## src/rtl/mem_access.sv

```systemverilog
// MEM-stage data-memory access unit: load/store to req/ready handshake, store lane steering, load extension.
// Optional `MEM_BYPASS_EN: zero-wait completion in IDLE when dmem_ready arrives in the request cycle.
module mem_access #(
    parameter int DATA_WIDTH = 32,
    parameter int ADDR_WIDTH = 32
) (
    input  logic                  clk,
    input  logic                  rst,
    input  logic                  MemRead_in,
    input  logic                  MemWrite_in,
    input  logic [2:0]            funct3_in,
    input  logic [ADDR_WIDTH-1:0] ALU_result_in,
    input  logic [DATA_WIDTH-1:0] rs2_data_in,
    output logic                  dmem_req,
    output logic                  dmem_we,
    output logic [ADDR_WIDTH-1:0] dmem_addr,
    output logic [DATA_WIDTH-1:0] dmem_wdata,
    output logic [3:0]            dmem_be,
    input  logic [DATA_WIDTH-1:0] dmem_rdata,
    input  logic                  dmem_ready,
    output logic [DATA_WIDTH-1:0] mem_data_out,
    output logic                  mem_stall_out,
    output logic                  misaligned_out
);

    typedef enum logic [1:0] {IDLE, WAIT, DONE} state_t;

    state_t                state;
    logic [DATA_WIDTH-1:0] data_q;

    logic                  access;
    logic                  is_store;
    logic                  misaligned;
    logic                  idle_issue;
    logic                  req_int;
    logic                  bypass_hit;
    logic [1:0]            off;
    logic [7:0]            byte_sel;
    logic [15:0]           half_sel;
    logic [DATA_WIDTH-1:0] load_fmt;
    logic [DATA_WIDTH-1:0] fmt_data;
    logic [DATA_WIDTH-1:0] wdata_lane;
    logic [3:0]            be_lane;

    always_comb begin
        access   = MemRead_in | MemWrite_in;
        // Both strobes high is decoded as a load.
        is_store = MemWrite_in & ~MemRead_in;
        off      = ALU_result_in[1:0];

        case (funct3_in[1:0])
            2'b00:   misaligned = 1'b0;
            2'b01:   misaligned = off[0];
            default: misaligned = |off;
        endcase

        byte_sel = dmem_rdata[{off, 3'b000} +: 8];
        half_sel = dmem_rdata[{off[1], 4'b0000} +: 16];
        case (funct3_in)
            3'b000:  load_fmt = {{(DATA_WIDTH-8){byte_sel[7]}}, byte_sel};
            3'b001:  load_fmt = {{(DATA_WIDTH-16){half_sel[15]}}, half_sel};
            3'b100:  load_fmt = {{(DATA_WIDTH-8){1'b0}}, byte_sel};
            3'b101:  load_fmt = {{(DATA_WIDTH-16){1'b0}}, half_sel};
            default: load_fmt = dmem_rdata;
        endcase
        fmt_data = is_store ? '0 : load_fmt;

        case (funct3_in[1:0])
            2'b00: begin
                wdata_lane = {4{rs2_data_in[7:0]}};
                be_lane    = 4'b0001 << off;
            end
            2'b01: begin
                wdata_lane = {2{rs2_data_in[15:0]}};
                be_lane    = off[1] ? 4'b1100 : 4'b0011;
            end
            default: begin
                wdata_lane = rs2_data_in;
                be_lane    = 4'b1111;
            end
        endcase

        idle_issue = (state == IDLE) & access & ~misaligned;
        req_int    = idle_issue | (state == WAIT);
`ifdef MEM_BYPASS_EN
        bypass_hit = idle_issue & dmem_ready;
`else
        bypass_hit = 1'b0;
`endif
    end

    // Outputs are forced low while rst is high so an abandoned request drops immediately.
    always_comb begin
        dmem_req       = ~rst & req_int;
        dmem_we        = dmem_req & is_store;
        dmem_addr      = dmem_req ? {ALU_result_in[ADDR_WIDTH-1:2], 2'b00} : '0;
        dmem_wdata     = dmem_we ? wdata_lane : '0;
        dmem_be        = dmem_we ? be_lane : '0;
        mem_stall_out  = dmem_req & ~bypass_hit;
        misaligned_out = ~rst & (state == IDLE) & access & misaligned;
        if (rst)
            mem_data_out = '0;
        else if (state == DONE)
            mem_data_out = data_q;
        else if (bypass_hit)
            mem_data_out = fmt_data;
        else
            mem_data_out = '0;
    end

    always_ff @(posedge clk or posedge rst) begin
        if (rst) begin
            state  <= IDLE;
            data_q <= '0;
        end else begin
            case (state)
                IDLE: begin
                    if (idle_issue && !bypass_hit) begin
                        if (dmem_ready) begin
                            data_q <= fmt_data;
                            state  <= DONE;
                        end else begin
                            state  <= WAIT;
                        end
                    end
                end
                WAIT: begin
                    if (dmem_ready) begin
                        data_q <= fmt_data;
                        state  <= DONE;
                    end
                end
                DONE:    state <= IDLE;
                default: state <= IDLE;
            endcase
        end
    end

endmodule

```

## config.mk

```make
export PLATFORM = sky130hd
export DESIGN_NAME = mem_access
export DESIGN_NICKNAME = d
export VERILOG_FILES = /design/src/rtl/mem_access.sv
export SDC_FILE = /design/constraint.sdc
export NUM_CORES = 1
export LEC_CHECK = 0
export BUFFER_PORTS_ARGS = -buffer_cell sky130_fd_sc_hd__buf_4
export CELL_PAD_IN_SITES_DETAIL_PLACEMENT = 0
export CELL_PAD_IN_SITES_GLOBAL_PLACEMENT = 1
export CORE_MARGIN = 5
export CORE_UTILIZATION = 28
export DETAILED_ROUTE_END_ITERATION = 8
export PLACE_DENSITY_LB_ADDON = 0.1
export SLEW_MARGIN = 20
export SYNTH_ARGS = -nofsm -noshare
export SYNTH_HDL_FRONTEND = slang
export SYNTH_SLANG_ARGS = --single-unit
```

## constraint.sdc

```tcl
create_clock -name clk -period 1.7 [get_ports clk]
set_input_delay 0.085 -clock clk [delete_from_list [all_inputs] [get_ports clk]]
set_output_delay 0.085 -clock clk [all_outputs]
set_load 0.05 [all_outputs]
```

==> results of run 1 <==
==> what timing repair did <==
item,4_1_cts,5_1_grt
setup buffers,6,4
cloned,6,2
setup endpoints to repair,112,108
hold buffers,2,0
hold endpoints to repair,35,0
resized for setup,216,54
pin swaps,38,28
==> power groups by stage <==
stage	clock, mW	sequential (mW)	combinational [mW]
CTS	0.917	1.10	1.77
global placement	0	1.10	1.48
detailed placement	0	1.10	1.50
global route	0.944	1.13	1.92
finish	0.904	1.10	1.80
floorplan	0	1.07	0.955
==> layout make-up <==
cell class	instances	area share, %
well taps	136	2.72
clock buffers	5	1.10
clock inverters	3	1.10
inverters	10	0.661
repair buffers	248	42.7
flip-flops and latches	34	13.6
multi-input cells	301	38.0
repair inverters	1	0.120
==> worst max path at each step <==
stage | start | to
4_1_cts | state[1]$_DFFE_PP0P_ | dmem_wdata[6]
6_report | state[1]$_DFFE_PP0P_ | dmem_wdata[8]
3_3_place_gp | state[1]$_DFFE_PP0P_ | data_q[13]$_DFFE_PP0P_
3_5_place_dp | state[1]$_DFFE_PP0P_ | data_q[14]$_DFFE_PP0P_
5_1_grt | state[1]$_DFFE_PP0P_ | dmem_wdata[8]
2_1_floorplan | state[1]$_DFFE_PP0P_ | dmem_be[1]
==> state kept, by name, indices dropped and copies added, names as in the netlist <==
| register | count |
|---|---|
| data_q | 32 |
| state | 2 |
==> per-layer routing <==
metal	up-vias	share of wire [%]	GRT usage, %
met5	-	0	0
met4	0	2.8	6.41
met3	23	8.6	6.10
met2	163	52	36.5
met1	1756	37	23.9
li1	1742	-	-
==> kinds of logic after synthesis <==
kind of cell           synth area share (%)
DFF                                    28.3
muxes                                  9.06
other                                 0.125
buffers and inverters                  7.19
AOI/OAI and AO/OA                      21.3
and+or+nand+nor                        34.1
==> cells in the final DEF (no fill, tap or decap), types with 4 or more instances in the layout <==
cell | synthesis | final
buf_12 | 0 | 5
o21ai_0 | 4 | 4
nor2_4 | 0 | 19
a221oi_1 | 4 | 4
dfrtp_1 | 34 | 34
mux2i_1 | 19 | 19
inv_1 | 10 | 9
a32oi_1 | 4 | 4
a22o_1 | 25 | 25
or3_1 | 5 | 4
mux2_2 | 4 | 4
clkbuf_8 | 0 | 5
buf_4 | 3 | 127
and2_1 | 71 | 5
nand2b_1 | 18 | 18
a21oi_4 | 0 | 4
nand2_1 | 32 | 32
a21oi_2 | 4 | 8
buf_8 | 0 | 79
nand3_1 | 9 | 9
buf_6 | 5 | 34
and2_4 | 0 | 66
nor2b_1 | 5 | 5
nor2_1 | 35 | 16
a21oi_1 | 23 | 15
==> worst max-delay path, cell delays in order (launching register included) <==
cell,delay (ns)
dfrtp_1,0.40
or2_4,0.26
or4_4,0.53
buf_12,0.20
a21oi_2,0.13
buf_6,0.17
==> per-stage QoR <==
| stage | setup TNS [ns] | cells |
|---|---|---|
| global route | -20.84 | 738 |
| global placement | -0.908 | 715 |
| detailed placement | -2.03 | 715 |
| finish | -16.42 | 738 |
| floorplan | -2.83 | 378 |
| CTS | -16.58 | 737 |
==> flow_metrics.py, run 1 <==
metrics = {
    "worst_hold_path": {
        "min_path_cells": 3,
        "hold_end": "data_q[6]$_DFFE_PP0P_",
        "min_path_type": "in2reg",
        "worstHoldStart": "dmem_rdata[6]",
    },
    "layout": {
        "finish.instance_area_um2": 6250,
        "n_fill_cell": 923,
        "area_delta_synth_final_pct": 107,
        "seq_area_um2": 851,
        "antenna_cells": 0,
        "post_route_cells_drive_above_1_share_pct": 62.0,
        "fin_util_pct": 60.0,
        "nets": 705,
        "multi_input_area_um2": 2370,
    },
    "synth": {
        "syn_area_um2": 3010,
        "syn_inst": 377,
        "synth.largest_area_cell": "dfrtp_1",
        "synthArstFlopShare_pct": 100,
        "synth_top_area_share_pct": 28.3,
        "synthFlopType": "dfrtp_1",
        "seq_area_frac_synth_pct": 28.3,
        "yosys.cell_types.count": 43,
        "ys_warn_count": 0,
        "yosysMostFrequentCell": "and2_1",
        "synth_edf_count": 0,
        "syn_avg_cell_area_um2": 7.99,
        "netlist_top_cells_area": "dfrtp_1, and2_1, a22o_1",
        "ys_ff_latch": 34,
        "ys_top_cells_by_count": "and2_1, nor2_1, dfrtp_1, nand2_1, a22o_1",
    },
    "floorplan": {
        "die_h_um": 114,
        "die_w_um": 114,
        "core-area_um2": 10400,
        "io_pins": 208,
        "die_area_um2": 12900,
        "start_util_pct": 28.9,
        "rows": 37,
    },
    "global_routing": {
        "grt_pass1_vias": 3945,
        "grt-ovfl-total": 0,
        "grt_max_degree": 34,
        "antenna_found_initial": 0,
        "gr-usage-all-layers_pct": 20.6,
        "grt_pass1_wl_um": 21200,
    },
    "sta": {
        "skew_ns": 0.00400,
        "timing.final.crit_share_pct": 121,
        "finalMaxSlewViolations": 0,
        "slew_headroom_pct": 66.2,
        "hold_ws_ns": 0.0973,
        "period_minus_slack_ns": 2.06,
        "fmax_mhz": 484,
        "finalHoldViolations": 0,
        "finalSetupViolCount": 96,
        "worst_slack_ns": -0.364,
        "worst_slew_pin_slew_ns": 0.507,
        "rsz0062_at_grt": "true",
    },
    "detailed_routing": {
        "dr.pass1.iters": 7,
        "dr.first_iter.drc_count": 122,
        "vias": 3684,
        "viasPerCell": 4.99,
        "antenna_left": 0,
        "wire_per_inst_um": 18.7,
        "post-route-drc-count": 0,
        "finalWirelength_um": 13800,
    },
    "cts": {
        "path_clk_slew_ns": 0.07,
        "clockBufferDepth": 2,
        "cts_buffers": 5,
        "clock-root-buffer": "clkbuf_8",
        "htreeDepth": 2,
        "insertion_delay_ns": 0.29,
        "clock_sinks": 34,
        "cts_tree": "yes",
    },
    "critical_path": {
        "cp-end-kind": "output pin",
        "arrival_ns": 1.98,
        "cp_max_fo": 10,
        "reg2reg_depth": 5,
        "r2r_start": "state[1]$_DFFE_PP0P_",
        "critical_path_class": "reg2out",
        "r2r_slack_ns": 0.05,
        "start_kind": "flop",
        "cp.required_ns": 1.62,
        "rr_endpoint": "data_q[6]$_DFFE_PP0P_",
    },
    "outcome": {
        "violations": "negative setup slack",
        "status": "finished, violations left",
    },
    "placement": {
        "placed_area_um2": 5060,
        "portBuffers": 205,
        "dp_hpwl_um": 9930,
        "routabilityCongestion": 0.866,
        "place_ws_ns": -0.143,
    },
    "power": {
        "p_leak_nw": 2.94,
        "power.share.clock_pct": 23.7,
        "switching_share_pct": 35.8,
        "power.internal_mw": 2.45,
        "finalPower_mw": 3.81,
        "p_sw_mw": 1.36,
        "power.density_nw_per_um2": 610,
        "ir_drop_mv": 0.409,
        "seqPwrFrac_pct": 29.0,
        "pwr-share-comb_pct": 47.3,
    },
    "flow_run": {
        "drv_cap": 0,
    },
}
(Power assumes the default switching activity.)
==> run 2: changes to the inputs <==
PLACE_DENSITY = 0.85   (was unset)
PLACE_DENSITY_LB_ADDON = unset   (was 0.1)
==> flow_metrics.py, run 2 (synthesized netlist as in run 1, its figures left out) <==
metrics = {
    "outcome": {
        "status": "finished, violations left",
        "violations": "negative setup slack",
    },
    "layout": {
        "seq_area_um2": 851,
        "layout_common_cells": "buf_4, buf_8, and2_4",
        "multi_input_area_um2": 2250,
        "final_cells": 733,
        "nets": 700,
        "top_register": "data_q",
        "finish.instance_area_um2": 5850,
        "post_route_cells_drive_above_1_share_pct": 56.4,
        "n_fill_cell": 924,
        "mostFrequentLayoutCell": "buf_4",
        "largest_reg_flops": 32,
        "top_regs": "data_q (32), state (2)",
        "antenna_cells": 0,
        "area_delta_synth_final_pct": 94.4,
    },
    "floorplan": {
        "io_pins": 208,
        "start_util_pct": 28.9,
        "rows": 37,
        "core-area_um2": 10400,
        "die_area_um2": 12900,
        "die_h_um": 114,
        "die_w_um": 114,
    },
    "sta": {
        "worst_slew_pin_slew_ns": 0.637,
        "finalMaxSlewViolations": 0,
        "skew_ns": 0.00687,
        "finalSetupViolCount": 101,
        "period_minus_slack_ns": 2.06,
        "worst_slack_ns": -0.362,
        "fmax_mhz": 485,
        "rsz0062_at_grt": "true",
        "timing.final.crit_share_pct": 121,
        "finalHoldViolations": 0,
        "slew_headroom_pct": 57.3,
    },
    "critical_path": {
        "r2r_start": "state[1]$_DFFE_PP0P_",
        "cpPeakStageDelay_ns": 0.49,
        "arrival_ns": 1.98,
        "slowest_stage": "or4_4",
        "critical_path_class": "reg2out",
        "cp-end-kind": "output pin",
        "crit_buf_inv": 2,
        "cp.required_ns": 1.62,
        "reg2reg_depth": 4,
        "r2r_slack_ns": 0.13,
        "path_cells": "or2_4 -> or4_4 -> buf_16 -> a21oi_2 -> buf_6",
        "rr_endpoint": "data_q[6]$_DFFE_PP0P_",
        "crit_family": "simple AND/OR/NAND/NOR gates",
        "start_kind": "flop",
        "cp_max_fo": 14,
    },
    "global_routing": {
        "gr-usage-all-layers_pct": 19.8,
        "grt_pass1_wl_um": 20400,
        "antenna_found_initial": 0,
        "grt_pass1_vias": 3879,
        "grt_max_degree": 41,
        "grt-ovfl-total": 0,
    },
    "placement": {
        "dp_hpwl_um": 10500,
        "placed_area_um2": 5070,
        "portBuffers": 205,
        "dp_cells": 713,
        "routabilityCongestion": 0.987,
    },
    "cts": {
        "path_clk_slew_ns": 0.07,
        "insertion_delay_ns": 0.29,
        "clockBufferDepth": 2,
        "clock-root-buffer": "clkbuf_8",
        "clock_sinks": 34,
        "htreeDepth": 2,
        "cts_tree": "yes",
        "cts_buffers": 5,
    },
    "flow_run": {
        "drv_cap": 0,
    },
    "worst_hold_path": {
        "min_path_cells": 3,
        "hold_end": "data_q[4]$_DFFE_PP0P_",
        "worstHoldStart": "dmem_rdata[4]",
        "min_path_type": "in2reg",
    },
    "detailed_routing": {
        "vias": 3702,
        "finalWirelength_um": 13600,
        "post-route-drc-count": 0,
        "viasPerCell": 5.05,
        "dr.pass1.iters": 4,
        "dr.first_iter.drc_count": 135,
        "antenna_left": 0,
        "wire_per_inst_um": 18.5,
    },
    "power": {
        "p_leak_nw": 2.81,
        "ir_drop_mv": 0.308,
        "power.density_nw_per_um2": 588,
    },
}
-- run 2: worst max-delay path by stage --
stage | startpoint | endpoint | slack (ns) | cells past startpoint
after floorplan | state[1]$_DFFE_PP0P_ | dmem_be[1] | -0.12 | 5
after global placement | state[1]$_DFFE_PP0P_ | dmem_wdata[11] | -0.05 | 5
after detailed placement | state[1]$_DFFE_PP0P_ | data_q[12]$_DFFE_PP0P_ | -0.11 | 3
after CTS | state[1]$_DFFE_PP0P_ | dmem_wdata[11] | -0.41 | 5
after global routing | state[1]$_DFFE_PP0P_ | dmem_wdata[4] | -0.44 | 5
final | state[1]$_DFFE_PP0P_ | dmem_be[3] | -0.36 | 5
-- run 2: timing repair --
action | CTS | global route
cloned | 3 | 2
pin swaps | 7 | 23
setup buffers | 1 | 6
resized for setup | 103 | 66
hold buffers | 2 | 0
endpoints found under the setup margin | 112 | 101
hold endpoints to repair | 35 | 0
-- run 2: area by class of cell --
type	instances	area share, %
inverter	10	0.705
sequential	34	14.5
tap	136	2.91
clock inverter	2	0.214
timing repair buffer	244	41.7
clock buffer	6	1.41
multi-input combinational	301	38.5
-- run 2: worst min-delay path: cells and delay by family --
| kind | cells | cell delay [ns] |
|---|---|---|
| and+or+nand+nor | 1 | 0.09 |
| AOI/OAI and AO/OA | 1 | 0.07 |
| buffers and inverters | 1 | 0.11 |
-- run 2: power breakdown --
part / total, mW / switching (mW) / internal, mW
Clock: 0.632 / 0.306 / 0.326
Sequential: 1.09 / 0.100 / 0.991
Combinational: 1.72 / 0.906 / 0.813
-- run 2: routing by layer --
metal	up-vias	part of all wire, %	track usage [%]
li1	1740	-	-
met1	1780	36	22.7
met2	159	51	34.5
met3	23	9.9	6.47
met4	0	3.1	7.05
met5	-	0	0
-- run 2: metrics by stage --
step / util (%) / worst slack (ns) / power, mW / hold slack (ns) / TNS, ns
2_1_floorplan: - / -0.116 / 2.02 / 0.156 / -2.83
3_3_place_gp: 48.6 / -0.0467 / 2.59 / 0.157 / -0.789
3_5_place_dp: 48.6 / -0.113 / 2.62 / 0.162 / -2.06
4_1_cts: 53.4 / -0.406 / 3.40 / 0.0915 / -20.33
5_1_grt: 56.2 / -0.436 / 3.63 / 0.0956 / -28.24
6_report: 56.2 / -0.362 / 3.44 / 0.100 / -20.66
